**src/rtl/load_store_unit_if.sv**
```systemverilog
// Pipeline-request and data-memory signals of the load/store unit.
// The unit itself connects through the slave modport; the environment uses master.
interface load_store_unit_if;
    logic        req_valid;
    logic        req_ready;
    logic        req_write;
    logic        req_byte;
    logic        req_unsigned;
    logic [8:0]  req_addr;
    logic [15:0] req_wdata;
    logic        resp_valid;
    logic [15:0] resp_rdata;
    logic        resp_err;
    logic        mem_read;
    logic        mem_write;
    logic [8:0]  mem_addr;
    logic [15:0] mem_wdata;
    logic [15:0] mem_rdata;

    modport slave (
        input  req_valid, req_write, req_byte, req_unsigned, req_addr, req_wdata, mem_rdata,
        output req_ready, resp_valid, resp_rdata, resp_err,
        output mem_read, mem_write, mem_addr, mem_wdata
    );

    modport master (
        output req_valid, req_write, req_byte, req_unsigned, req_addr, req_wdata, mem_rdata,
        input  req_ready, resp_valid, resp_rdata, resp_err,
        input  mem_read, mem_write, mem_addr, mem_wdata
    );
endinterface

```
**src/rtl/load_store_unit.sv**
```systemverilog
// Load/store unit: 16-bit word and (with LSU_BYTE_ACCESS_EN defined) byte accesses to a
// word-wide data memory; byte stores are done as read-merge-write.
module load_store_unit (
    input logic              clk,
    input logic              rst_n,
    load_store_unit_if.slave bus
);
`ifdef LSU_BYTE_ACCESS_EN
    typedef enum logic [1:0] {IDLE, ACCESS, MERGE_WR, ERR} state_t;
`else
    typedef enum logic [1:0] {IDLE, ACCESS, ERR} state_t;
`endif

    state_t      state_q, state_d;
    logic        write_q, write_d;
    logic [8:0]  addr_q, addr_d;
    logic [15:0] wdata_q, wdata_d;
    logic        resp_valid_q, resp_valid_d;
    logic [15:0] resp_rdata_q, resp_rdata_d;
    logic        resp_err_q, resp_err_d;
    logic        mem_read_c, mem_write_c;
    logic [8:0]  mem_addr_c;
    logic [15:0] mem_wdata_c;
    logic        accept;
    logic        illegal;

    assign accept = bus.req_valid && (state_q == IDLE);

`ifdef LSU_BYTE_ACCESS_EN
    logic        byte_q, byte_d;
    logic        unsigned_q, unsigned_d;
    logic [7:0]  rd_byte;
    logic [15:0] load_byte_ext;
    logic [15:0] merged_word;

    assign illegal       = !bus.req_byte && bus.req_addr[0];
    assign rd_byte       = addr_q[0] ? bus.mem_rdata[15:8] : bus.mem_rdata[7:0];
    assign load_byte_ext = unsigned_q ? {8'h00, rd_byte} : {{8{rd_byte[7]}}, rd_byte};
    assign merged_word   = addr_q[0] ? {wdata_q[7:0], bus.mem_rdata[7:0]}
                                     : {bus.mem_rdata[15:8], wdata_q[7:0]};
`else
    assign illegal = bus.req_byte || bus.req_addr[0];
`endif

    always_comb begin
        // NOTE: every signal gets a default before the case so no path leaves it unassigned (no latches).
        state_d      = state_q;
        write_d      = write_q;
        addr_d       = addr_q;
        wdata_d      = wdata_q;
        resp_valid_d = 1'b0;
        resp_rdata_d = '0;
        resp_err_d   = 1'b0;
        mem_read_c   = 1'b0;
        mem_write_c  = 1'b0;
        mem_addr_c   = '0;
        mem_wdata_c  = '0;
`ifdef LSU_BYTE_ACCESS_EN
        byte_d       = byte_q;
        unsigned_d   = unsigned_q;
`endif
        case (state_q)
            IDLE: begin
                if (accept) begin
                    write_d = bus.req_write;
                    addr_d  = bus.req_addr;
                    wdata_d = bus.req_wdata;
`ifdef LSU_BYTE_ACCESS_EN
                    byte_d     = bus.req_byte;
                    unsigned_d = bus.req_unsigned;
`endif
                    state_d = illegal ? ERR : ACCESS;
                end
            end
            ACCESS: begin
                mem_addr_c = addr_q;
                state_d    = IDLE;
`ifdef LSU_BYTE_ACCESS_EN
                if (byte_q) begin
                    mem_read_c = 1'b1;
                    if (write_q) begin
                        // wdata_q is reused to hold the merged word for the write-back cycle
                        wdata_d = merged_word;
                        state_d = MERGE_WR;
                    end else begin
                        resp_rdata_d = load_byte_ext;
                        resp_valid_d = 1'b1;
                    end
                end else
`endif
                begin
                    resp_valid_d = 1'b1;
                    if (write_q) begin
                        mem_write_c = 1'b1;
                        mem_wdata_c = wdata_q;
                    end else begin
                        mem_read_c   = 1'b1;
                        resp_rdata_d = bus.mem_rdata;
                    end
                end
            end
`ifdef LSU_BYTE_ACCESS_EN
            MERGE_WR: begin
                mem_write_c  = 1'b1;
                mem_addr_c   = addr_q;
                mem_wdata_c  = wdata_q;
                resp_valid_d = 1'b1;
                state_d      = IDLE;
            end
`endif
            ERR: begin
                resp_valid_d = 1'b1;
                resp_err_d   = 1'b1;
                state_d      = IDLE;
            end
            default: state_d = IDLE;
        endcase
    end

    always_ff @(posedge clk or negedge rst_n) begin
        if (!rst_n) begin
            state_q      <= IDLE;
            write_q      <= 1'b0;
            addr_q       <= '0;
            wdata_q      <= '0;
            resp_valid_q <= 1'b0;
            resp_rdata_q <= '0;
            resp_err_q   <= 1'b0;
`ifdef LSU_BYTE_ACCESS_EN
            byte_q       <= 1'b0;
            unsigned_q   <= 1'b0;
`endif
        end else begin
            // NOTE: state flops use non-blocking assignment so every flop samples pre-edge values.
            state_q      <= state_d;
            write_q      <= write_d;
            addr_q       <= addr_d;
            wdata_q      <= wdata_d;
            resp_valid_q <= resp_valid_d;
            resp_rdata_q <= resp_rdata_d;
            resp_err_q   <= resp_err_d;
`ifdef LSU_BYTE_ACCESS_EN
            byte_q       <= byte_d;
            unsigned_q   <= unsigned_d;
`endif
        end
    end

    assign bus.req_ready  = (state_q == IDLE);
    assign bus.resp_valid = resp_valid_q;
    assign bus.resp_rdata = resp_rdata_q;
    assign bus.resp_err   = resp_err_q;
    assign bus.mem_read   = mem_read_c;
    assign bus.mem_write  = mem_write_c;
    assign bus.mem_addr   = mem_addr_c;
    assign bus.mem_wdata  = mem_wdata_c;
endmodule

```
**src/flat_wrapper.sv**
```systemverilog
// flat-port wrapper written by rule: the top's interface ports become plain ports
module load_store_unit_flat 
  (clk, rst_n, bus_req_valid, bus_req_write, bus_req_byte, bus_req_unsigned, bus_req_addr, bus_req_wdata, bus_mem_rdata, bus_req_ready, bus_resp_valid, bus_resp_rdata, bus_resp_err, bus_mem_read, bus_mem_write, bus_mem_addr, bus_mem_wdata);
  load_store_unit_if bus_i ();
  input logic clk;
  input logic rst_n;
  input wire logic [$bits(bus_i.req_valid)-1:0] bus_req_valid;
  input wire logic [$bits(bus_i.req_write)-1:0] bus_req_write;
  input wire logic [$bits(bus_i.req_byte)-1:0] bus_req_byte;
  input wire logic [$bits(bus_i.req_unsigned)-1:0] bus_req_unsigned;
  input wire logic [$bits(bus_i.req_addr)-1:0] bus_req_addr;
  input wire logic [$bits(bus_i.req_wdata)-1:0] bus_req_wdata;
  input wire logic [$bits(bus_i.mem_rdata)-1:0] bus_mem_rdata;
  output wire logic [$bits(bus_i.req_ready)-1:0] bus_req_ready;
  output wire logic [$bits(bus_i.resp_valid)-1:0] bus_resp_valid;
  output wire logic [$bits(bus_i.resp_rdata)-1:0] bus_resp_rdata;
  output wire logic [$bits(bus_i.resp_err)-1:0] bus_resp_err;
  output wire logic [$bits(bus_i.mem_read)-1:0] bus_mem_read;
  output wire logic [$bits(bus_i.mem_write)-1:0] bus_mem_write;
  output wire logic [$bits(bus_i.mem_addr)-1:0] bus_mem_addr;
  output wire logic [$bits(bus_i.mem_wdata)-1:0] bus_mem_wdata;
  assign bus_i.req_valid = bus_req_valid;
  assign bus_i.req_write = bus_req_write;
  assign bus_i.req_byte = bus_req_byte;
  assign bus_i.req_unsigned = bus_req_unsigned;
  assign bus_i.req_addr = bus_req_addr;
  assign bus_i.req_wdata = bus_req_wdata;
  assign bus_i.mem_rdata = bus_mem_rdata;
  assign bus_req_ready = bus_i.req_ready;
  assign bus_resp_valid = bus_i.resp_valid;
  assign bus_resp_rdata = bus_i.resp_rdata;
  assign bus_resp_err = bus_i.resp_err;
  assign bus_mem_read = bus_i.mem_read;
  assign bus_mem_write = bus_i.mem_write;
  assign bus_mem_addr = bus_i.mem_addr;
  assign bus_mem_wdata = bus_i.mem_wdata;
  load_store_unit u_core (.clk(clk), .rst_n(rst_n), .bus(bus_i));
endmodule
```
**config.mk**
```make
export PLATFORM = sky130hd
export DESIGN_NAME = load_store_unit_flat
export DESIGN_NICKNAME = d
export VERILOG_FILES = /design/src/rtl/load_store_unit_if.sv /design/src/rtl/load_store_unit.sv /design/src/flat_wrapper.sv
export SDC_FILE = /design/constraint.sdc
export NUM_CORES = 1
export LEC_CHECK = 0
export CAP_MARGIN = 15
export CORE_MARGIN = 1
export CORE_UTILIZATION = 40
export CTS_CLUSTER_SIZE = 8
export DETAILED_ROUTE_END_ITERATION = 7
export PLACE_DENSITY = 0.81
export SYNTH_ARGS = -nofsm -noshare
export SYNTH_HDL_FRONTEND = slang
export SYNTH_SLANG_ARGS = --single-unit
```
**constraint.sdc**
```tcl
create_clock -name clk -period 1.9 [get_ports clk]
set_input_delay 0.38 -clock clk [delete_from_list [all_inputs] [get_ports clk]]
set_output_delay 0.38 -clock clk [all_outputs]
set_load 0.02 [all_outputs]
```
# Word-level counts from Yosys, hierarchy flattened
# Cells that the tools add are included.
# word_totals
reg_bits	46
elab_cells	29
# classes
n_eq_ne	3
muxes	14
reduce_logical	5
# ops
op	n
$mux 16	4
$mux 9	1
$mux 1	6
$mux 2	3
$eq 2x1->1 const B	1
$eq 2x2->1 const B	1
$logic_not 2->1	1
$ne 2x1->1 const B	1
$reduce_and 2->1	1
$reduce_or 2->1	1
$logic_and 1x1->1	1
$logic_or 1x1->1	1

# Longest topological paths before layout
# Gate-level depths: netlist of run 1.
# depth
word_depth	4
depth_mapped	5
ltp_nobuf	4

# Worst setup path after synthesis of run 1
# Ideal clock, no wire load.
# synth_path
path_kind	register -> output
start	register u_core.state_q[1]
end	output port bus_mem_wdata[10]
arrival_ns	1.184
slack_ns	0.336
stages_incl_launch_ff	5
cell_sequence	dfrtp_1 inv_1 ha_1 clkbuf_1 and3_1
# synth_via
elab_chain_cells	2
# synth_rtl
item	line	rtl
start, declared	load_store_unit.sv:14	state_t state_q, state_d;
start signal, assigned	load_store_unit.sv:135	state_q <= state_d;
$eq 2x1->1	load_store_unit.sv:62	case (state_q)
$mux 16	load_store_unit.sv:62	
end, declared	flat_wrapper.sv:21	output wire logic [$bits(bus_i.mem_wdata)-1:0] bus_mem_wdata;
# No other way between the ends.

# Worst setup path after layout of run 1
# layout_path
start	register u_core.state_q[1]
end	output port bus_mem_wdata[14]
# Same word-level chain as after synthesis.

==> results of run 1 <==
==> power groups by stage <==
stage          clock network [W]  logic (W)  registers [W]
3_5_place_dp                   0    0.00152        0.00154
2_1_floorplan                  0   0.000898        0.00153
3_3_place_gp                   0    0.00150        0.00153
4_1_cts                 0.000627    0.00147        0.00153
5_1_grt                 0.000678    0.00156        0.00159
6_report                0.000597    0.00145        0.00154
==> state kept, by name, indices dropped and copies added (netlist names) <==
register	count
u_core.addr_q	9
u_core.bus.resp_err	1
u_core.write_q	1
u_core.wdata_q	16
u_core.bus.resp_valid	1
u_core.state_q	2
u_core.bus.resp_rdata	16
==> per-layer routing <==
| metal | vias to the layer above | GRT usage (%) |
|---|---|---|
| li1 | 653 | - |
| met1 | 651 | 21.25 |
| met2 | 66 | 26.73 |
| met3 | 4 | 9.861 |
| met4 | 0 | 5.229 |
| met5 | - | 0 |
==> layout make-up <==
| class | count | share of cell area, % |
|---|---|---|
| clock inverter | 1 | 0.1651 |
| timing repair buffer | 100 | 30.58 |
| tap | 67 | 2.765 |
| inverter | 3 | 0.3714 |
| multi-input combinational | 81 | 25.26 |
| sequential | 46 | 38.01 |
| clock buffer | 7 | 2.848 |
==> timing repair <==
action	CTS	global route
endpoints found under the setup margin	28	26
gates resized for setup	84	8
pin swaps	0	0
hold buffers	0	0
==> cells by family after synthesis <==
group           share of synthesized area, %
compound gates                        0.8309
fa+ha+maj                              3.195
buf+inv                                2.875
flops                                  58.79
mux                                    18.79
simple gates                           15.53
==> worst paths after layout <==
path,slack [ns],depth (start not counted),end,startpoint
max in group asynchronous,1.37,2,u_core.write_q,rst_n
min in group clk,0.50,1,u_core.wdata_q[10],u_core.wdata_q[10]
worst max-delay path,0.08,4,bus_mem_wdata[14],u_core.state_q[1]
worst min register to register,0.50,1,u_core.wdata_q[10],u_core.wdata_q[10]
worst min-delay path,0.03,1,u_core.wdata_q[5],rst_n
worst max register to register,0.22,6,u_core.wdata_q[14],u_core.state_q[0]
==> metrics by stage <==
stage                     cells    TNS [ns]  util (%)  area (um2)
after floorplan             136           0         -        1958
after global placement      297     -0.6754     63.68        3008
after detailed placement    297     -0.9308     63.68        3008
after CTS                   305           0     64.05        3025
after global routing        305  -0.0007478     64.19        3032
final                       305           0     64.19        3032
==> critical path, stage by stage, from the launching register on <==
cell and delay (ns):
dfrtp_1 0.40, inv_2 0.09, ha_4 0.18, and3_1 0.15
dlygate4sd2_1 0.33
==> synth_stat cells <==
cell type / n / share of area [%]
nor2_1: 2 / 0.38
mux2_4: 20 / 15
buf_6: 3 / 1.7
and3_1: 16 / 5.1
inv_1: 3 / 0.58
a211oi_1: 1 / 0.38
ha_1: 5 / 3.2
and2b_1: 1 / 0.38
and3b_1: 1 / 0.45
nand2_4: 1 / 0.58
nand2b_1: 1 / 0.32
dfrtp_1: 46 / 59
a31o_2: 1 / 0.45
clkbuf_1: 3 / 0.58
mux2_2: 6 / 3.5
and2_1: 26 / 8.3
==> flow_results.xml, run 1 <==
<?xml version="1.0" encoding="UTF-8"?>
<metrics>
  <group name="outcome">
    <metric name="status" unit="">finished, final reports clean</metric>
  </group>
  <group name="die">
    <metric name="coreArea" unit="mm2">0.004723</metric>
    <metric name="die_height" unit="um">71.97</metric>
    <metric name="die_w" unit="um">71.97</metric>
    <metric name="ios" unit="">93</metric>
    <metric name="initial_utilization" unit="%">41.46</metric>
    <metric name="number_of_standard_cell_rows_in_the_floorplan" unit="">25</metric>
    <metric name="die_area" unit="mm2">0.005179</metric>
  </group>
  <group name="route">
    <metric name="ant_nets" unit="">0</metric>
    <metric name="drt-met1-wl" unit="um">1764</metric>
    <metric name="avgViaCountPerCell" unit="">4.505</metric>
    <metric name="vias_after_detailed_routing" unit="">1374</metric>
    <metric name="met2_length" unit="um">1901</metric>
    <metric name="detailroute.wirelength.met3" unit="um">443</metric>
    <metric name="wire_length_per_cell_after_detailed_routing" unit="um">13.59</metric>
    <metric name="drc" unit="">0</metric>
    <metric name="drt-initial-drc-count" unit="">68</metric>
    <metric name="maxUsedRoutingLayer" unit="">met4</metric>
    <metric name="totalWireLength" unit="um">4145</metric>
    <metric name="total_iterations_of_the_first_detailed_routing_run" unit="">2</metric>
  </group>
  <group name="worst_setup_path">
    <metric name="critPathKind" unit="">register to primary output</metric>
    <metric name="critPathCaptureType" unit="">primary output</metric>
    <metric name="arrival" unit="ns">1.44</metric>
    <metric name="timing.critical_path.from_type" unit="">register</metric>
    <metric name="cp.required" unit="ns">1.52</metric>
    <metric name="worst-path-max-fanout" unit="">11</metric>
  </group>
  <group name="finish">
    <metric name="drive_above_1_share" unit="%">28.57</metric>
    <metric name="final_cell_mix" unit="">clkdlybuf4s50_1 (62), dfrtp_1 (45), and2_1 (26)</metric>
    <metric name="multi_input_comb_area" unit="um2">765.7</metric>
    <metric name="n_fill_cell" unit="">386</metric>
    <metric name="regArea" unit="mm2">0.001152</metric>
    <metric name="nets" unit="">289</metric>
    <metric name="area_growth" unit="%">54.82</metric>
    <metric name="mostFrequentLayoutCell" unit="">clkdlybuf4s50_1</metric>
    <metric name="n_antenna_cell" unit="">0</metric>
  </group>
  <group name="timing">
    <metric name="finalSetupViolations" unit="">0</metric>
    <metric name="timing.final.ws_setup" unit="ns">0.07863</metric>
    <metric name="timing.slew.headroom" unit="%">69.04</metric>
    <metric name="hold_viol" unit="">0</metric>
    <metric name="worst_clock_skew" unit="ns">0.003663</metric>
    <metric name="slew_viol_final" unit="">0</metric>
    <metric name="timing.hold.ws" unit="ns">0.02809</metric>
    <metric name="final_period_minus_worst_setup_slack" unit="ns">1.821</metric>
    <metric name="transition_time_of_the_tightest_slew_check_pin" unit="ns">0.4644</metric>
    <metric name="rsz_0062_raised_after_global_routing" unit="">yes</metric>
    <metric name="achievable-frequency" unit="MHz">549.0</metric>
    <metric name="layout_worst_path_cycle_share" unit="%">95.86</metric>
  </group>
  <group name="clock_tree">
    <metric name="cts.sink_count" unit="">46</metric>
    <metric name="clkTransAtPathRegs" unit="ns">0.08</metric>
    <metric name="worst_skew_pair.late_latency" unit="ns">0.29</metric>
    <metric name="post-cts-setup-buffers" unit="">0</metric>
    <metric name="tritoncts" unit="">yes</metric>
    <metric name="ctsRootBufferMaster" unit="">clkbuf_8</metric>
    <metric name="h-tree-depth" unit="">2</metric>
    <metric name="cts_max_path_buffers" unit="">2</metric>
    <metric name="cts_made_buffers" unit="">5</metric>
  </group>
  <group name="placed_design">
    <metric name="dp_hpwl" unit="um">3081</metric>
    <metric name="port_buffers" unit="">91</metric>
    <metric name="dp_worst_setup_slack" unit="ns">-0.05615</metric>
    <metric name="routabilityCongestion" unit="">0.7204</metric>
  </group>
  <group name="worst_hold_path">
    <metric name="hold_path_class" unit="">input pin to async pin</metric>
  </group>
  <group name="power_and_ir_drop">
    <metric name="total_switching_power" unit="W">0.001110</metric>
    <metric name="share_comb_of_total_power" unit="%">40.4</metric>
    <metric name="power.share.sequential" unit="%">43.0</metric>
    <metric name="power.switching_fraction" unit="%">30.90</metric>
    <metric name="clock_power_share" unit="%">16.6</metric>
    <metric name="ir_drop" unit="mV">0.5522</metric>
    <metric name="power_density" unit="mW/mm2">1185</metric>
    <metric name="p_int" unit="W">0.002481</metric>
    <metric name="p_leak" unit="nW">1.534</metric>
    <metric name="fin_total_pwr" unit="W">0.003591</metric>
  </group>
  <group name="synth">
    <metric name="post_synth_instance_area" unit="mm2">0.001958</metric>
    <metric name="synthDistinctLibCells" unit="">16</metric>
    <metric name="synth_sequential_area_ratio" unit="%">58.79</metric>
    <metric name="syn_avg_cell_area" unit="um2">14.40</metric>
    <metric name="gate_count_after_technology_mapping" unit="">136</metric>
    <metric name="syn_nets" unit="">188</metric>
    <metric name="count_of_yosys_warnings_during_synthesis" unit="">0</metric>
    <metric name="synth_seq_cells" unit="">46</metric>
  </group>
  <group name="global_routing">
    <metric name="global_route.overflow_total" unit="">0</metric>
    <metric name="grt_pass1_vias" unit="">1422</metric>
    <metric name="wire_length_of_the_first_global_routing_pass" unit="um">6810</metric>
    <metric name="antenna_found_initial" unit="">0</metric>
    <metric name="grt_util_all_layers" unit="%">17.51</metric>
    <metric name="pin_count_of_the_biggest_net_entering_global_routing" unit="">29</metric>
  </group>
  <group name="job">
    <metric name="drv_cap" unit="">0</metric>
  </group>
</metrics>
(Power assumes the default switching activity.)
==> run 2: changes to the inputs <==
--- a/config.mk
+++ b/config.mk
@@ -12,4 +12,5 @@
 export DETAILED_ROUTE_END_ITERATION = 7
 export PLACE_DENSITY = 0.81
+export SKIP_CTS_REPAIR_TIMING = 1
 export SYNTH_ARGS = -nofsm -noshare
 export SYNTH_HDL_FRONTEND = slang
==> constraint.sdc (replaced) <==
create_clock -name clk -period 1.9 [get_ports clk]
set_input_delay 0.38 -clock clk [delete_from_list [all_inputs] [get_ports clk]]
set_output_delay 0.38 -clock clk [all_outputs]
set_load 0.01 [all_outputs]
==> flow_results.xml, run 2 (synthesized netlist as in run 1, its figures left out) <==
<?xml version="1.0" encoding="UTF-8"?>
<metrics>
  <group name="clock_tree">
    <metric name="worst_skew_pair.late_latency" unit="ns">0.29</metric>
    <metric name="ctsRootBufferMaster" unit="">clkbuf_8</metric>
    <metric name="cts_made_buffers" unit="">5</metric>
    <metric name="cts_max_path_buffers" unit="">2</metric>
    <metric name="h-tree-depth" unit="">2</metric>
    <metric name="clkTransAtPathRegs" unit="ns">0.08</metric>
    <metric name="cts.sink_count" unit="">46</metric>
    <metric name="tritoncts" unit="">yes</metric>
  </group>
  <group name="timing">
    <metric name="achievable-frequency" unit="MHz">531.7</metric>
    <metric name="timing.slew.headroom" unit="%">67.23</metric>
    <metric name="worst_clock_skew" unit="ns">0.004729</metric>
    <metric name="transition_time_of_the_tightest_slew_check_pin" unit="ns">0.4915</metric>
    <metric name="layout_worst_path_cycle_share" unit="%">98.98</metric>
    <metric name="finalSetupViolations" unit="">0</metric>
    <metric name="final_period_minus_worst_setup_slack" unit="ns">1.881</metric>
    <metric name="timing.final.ws_setup" unit="ns">0.01941</metric>
    <metric name="hold_viol" unit="">0</metric>
    <metric name="slew_viol_final" unit="">0</metric>
  </group>
  <group name="die">
    <metric name="die_height" unit="um">71.97</metric>
    <metric name="coreArea" unit="mm2">0.004723</metric>
    <metric name="die_w" unit="um">71.97</metric>
    <metric name="die_area" unit="mm2">0.005179</metric>
    <metric name="ios" unit="">93</metric>
    <metric name="number_of_standard_cell_rows_in_the_floorplan" unit="">25</metric>
    <metric name="initial_utilization" unit="%">41.46</metric>
  </group>
  <group name="worst_setup_path">
    <metric name="critPathKind" unit="">register to primary output</metric>
    <metric name="critPathCaptureType" unit="">primary output</metric>
    <metric name="arrival" unit="ns">1.50</metric>
    <metric name="timing.critical_path.from_type" unit="">register</metric>
    <metric name="worst-path-max-fanout" unit="">16</metric>
    <metric name="cp.required" unit="ns">1.52</metric>
  </group>
  <group name="global_routing">
    <metric name="grt_pass1_vias" unit="">1364</metric>
    <metric name="antenna_found_initial" unit="">0</metric>
    <metric name="grt_util_all_layers" unit="%">17.02</metric>
    <metric name="pin_count_of_the_biggest_net_entering_global_routing" unit="">24</metric>
    <metric name="global_route.overflow_total" unit="">0</metric>
    <metric name="wire_length_of_the_first_global_routing_pass" unit="um">6575</metric>
  </group>
  <group name="placed_design">
    <metric name="dp_hpwl" unit="um">3059</metric>
    <metric name="dp_worst_setup_slack" unit="ns">-0.008741</metric>
    <metric name="post_dp_cell_area" unit="mm2">0.002988</metric>
    <metric name="routabilityCongestion" unit="">0.7075</metric>
    <metric name="port_buffers" unit="">91</metric>
    <metric name="dpl.cell_count" unit="">296</metric>
  </group>
  <group name="finish">
    <metric name="stdcell_count" unit="">305</metric>
    <metric name="nets" unit="">289</metric>
    <metric name="n_antenna_cell" unit="">0</metric>
    <metric name="drive_above_1_share" unit="%">21.01</metric>
    <metric name="n_fill_cell" unit="">332</metric>
    <metric name="final_cell_mix" unit="">clkdlybuf4s50_1 (62), dfrtp_1 (45), dlymetal6s2s_1 (27)</metric>
    <metric name="mostFrequentLayoutCell" unit="">clkdlybuf4s50_1</metric>
    <metric name="area_growth" unit="%">61.66</metric>
    <metric name="final_design_area_no_fill" unit="mm2">0.003166</metric>
  </group>
  <group name="power_and_ir_drop">
    <metric name="power_density" unit="mW/mm2">1111</metric>
    <metric name="p_leak" unit="nW">1.942</metric>
    <metric name="fin_total_pwr" unit="W">0.003517</metric>
    <metric name="ir_drop" unit="mV">0.5347</metric>
  </group>
  <group name="route">
    <metric name="totalWireLength" unit="um">4348</metric>
    <metric name="ant_nets" unit="">0</metric>
    <metric name="total_iterations_of_the_first_detailed_routing_run" unit="">4</metric>
    <metric name="drc" unit="">0</metric>
    <metric name="vias_after_detailed_routing" unit="">1353</metric>
    <metric name="avgViaCountPerCell" unit="">4.436</metric>
    <metric name="drt-initial-drc-count" unit="">34</metric>
    <metric name="wire_length_per_cell_after_detailed_routing" unit="um">14.26</metric>
  </group>
  <group name="outcome">
    <metric name="status" unit="">finished, final reports clean</metric>
  </group>
  <group name="worst_hold_path">
    <metric name="hold_path_class" unit="">input pin to async pin</metric>
  </group>
  <group name="job">
    <metric name="drv_cap" unit="">0</metric>
  </group>
</metrics>
[run 2: metal layers]
metal	global-route usage (%)	up-vias	share of wire [%]	routed length [um]
li1	-	654	-	-
met3	9.444	5	11	486
met2	25.89	64	46	2018
met5	0	-	0	0
met4	5.229	0	0.80	35
met1	20.77	630	42	1807
[run 2: worst paths after layout]
kind	from	end	slack [ns]	depth (start not counted)
worst max-delay path	u_core.state_q[0]	bus_mem_wdata[0]	0.02	4
worst min-delay path	rst_n	u_core.addr_q[8]	0.04	1
worst max register to register	u_core.state_q[0]	u_core.addr_q[4]	0.29	5
worst min register to register	u_core.addr_q[8]	u_core.addr_q[8]	0.50	1
max in group asynchronous	rst_n	u_core.bus.resp_rdata[8]	1.30	2
min in group clk	u_core.addr_q[8]	u_core.addr_q[8]	0.50	1
[run 2: per-stage QoR]
step	hold WS (ns)	setup TNS, ns	utilization [%]
floorplan	0.08441	0	-
global placement	0.3779	0	63.26
detailed placement	0.3797	-0.008741	63.26
CTS	0.05172	-8.576	65.19
global route	0.06833	-0.04946	67.02
finish	0.04322	0	67.02
[run 2: cell type report]
type | instances | area [um2] | area share, %
clock buffers | 7 | 86.33 | 2.727
clock inverters | 1 | 5.005 | 0.1581
inverters | 3 | 11.26 | 0.3557
multi-input cells | 81 | 765.7 | 24.19
flip-flops and latches | 46 | 1152 | 36.40
well taps | 67 | 83.83 | 2.648
repair buffers | 100 | 1061 | 33.52
[run 2: report_power, final]
part           internal [W]  total (W)  switching, W
sequential          0.00133    0.00155      0.000217
combinational      0.000890    0.00138      0.000487
clock              0.000293   0.000595      0.000301
[run 2: worst max-delay path, stage by stage (launching register included)]
cell and delay (ns):
dfrtp_1 0.46, ha_2 0.24, buf_12 0.13, and3_1 0.18, dlymetal6s2s_1 0.20
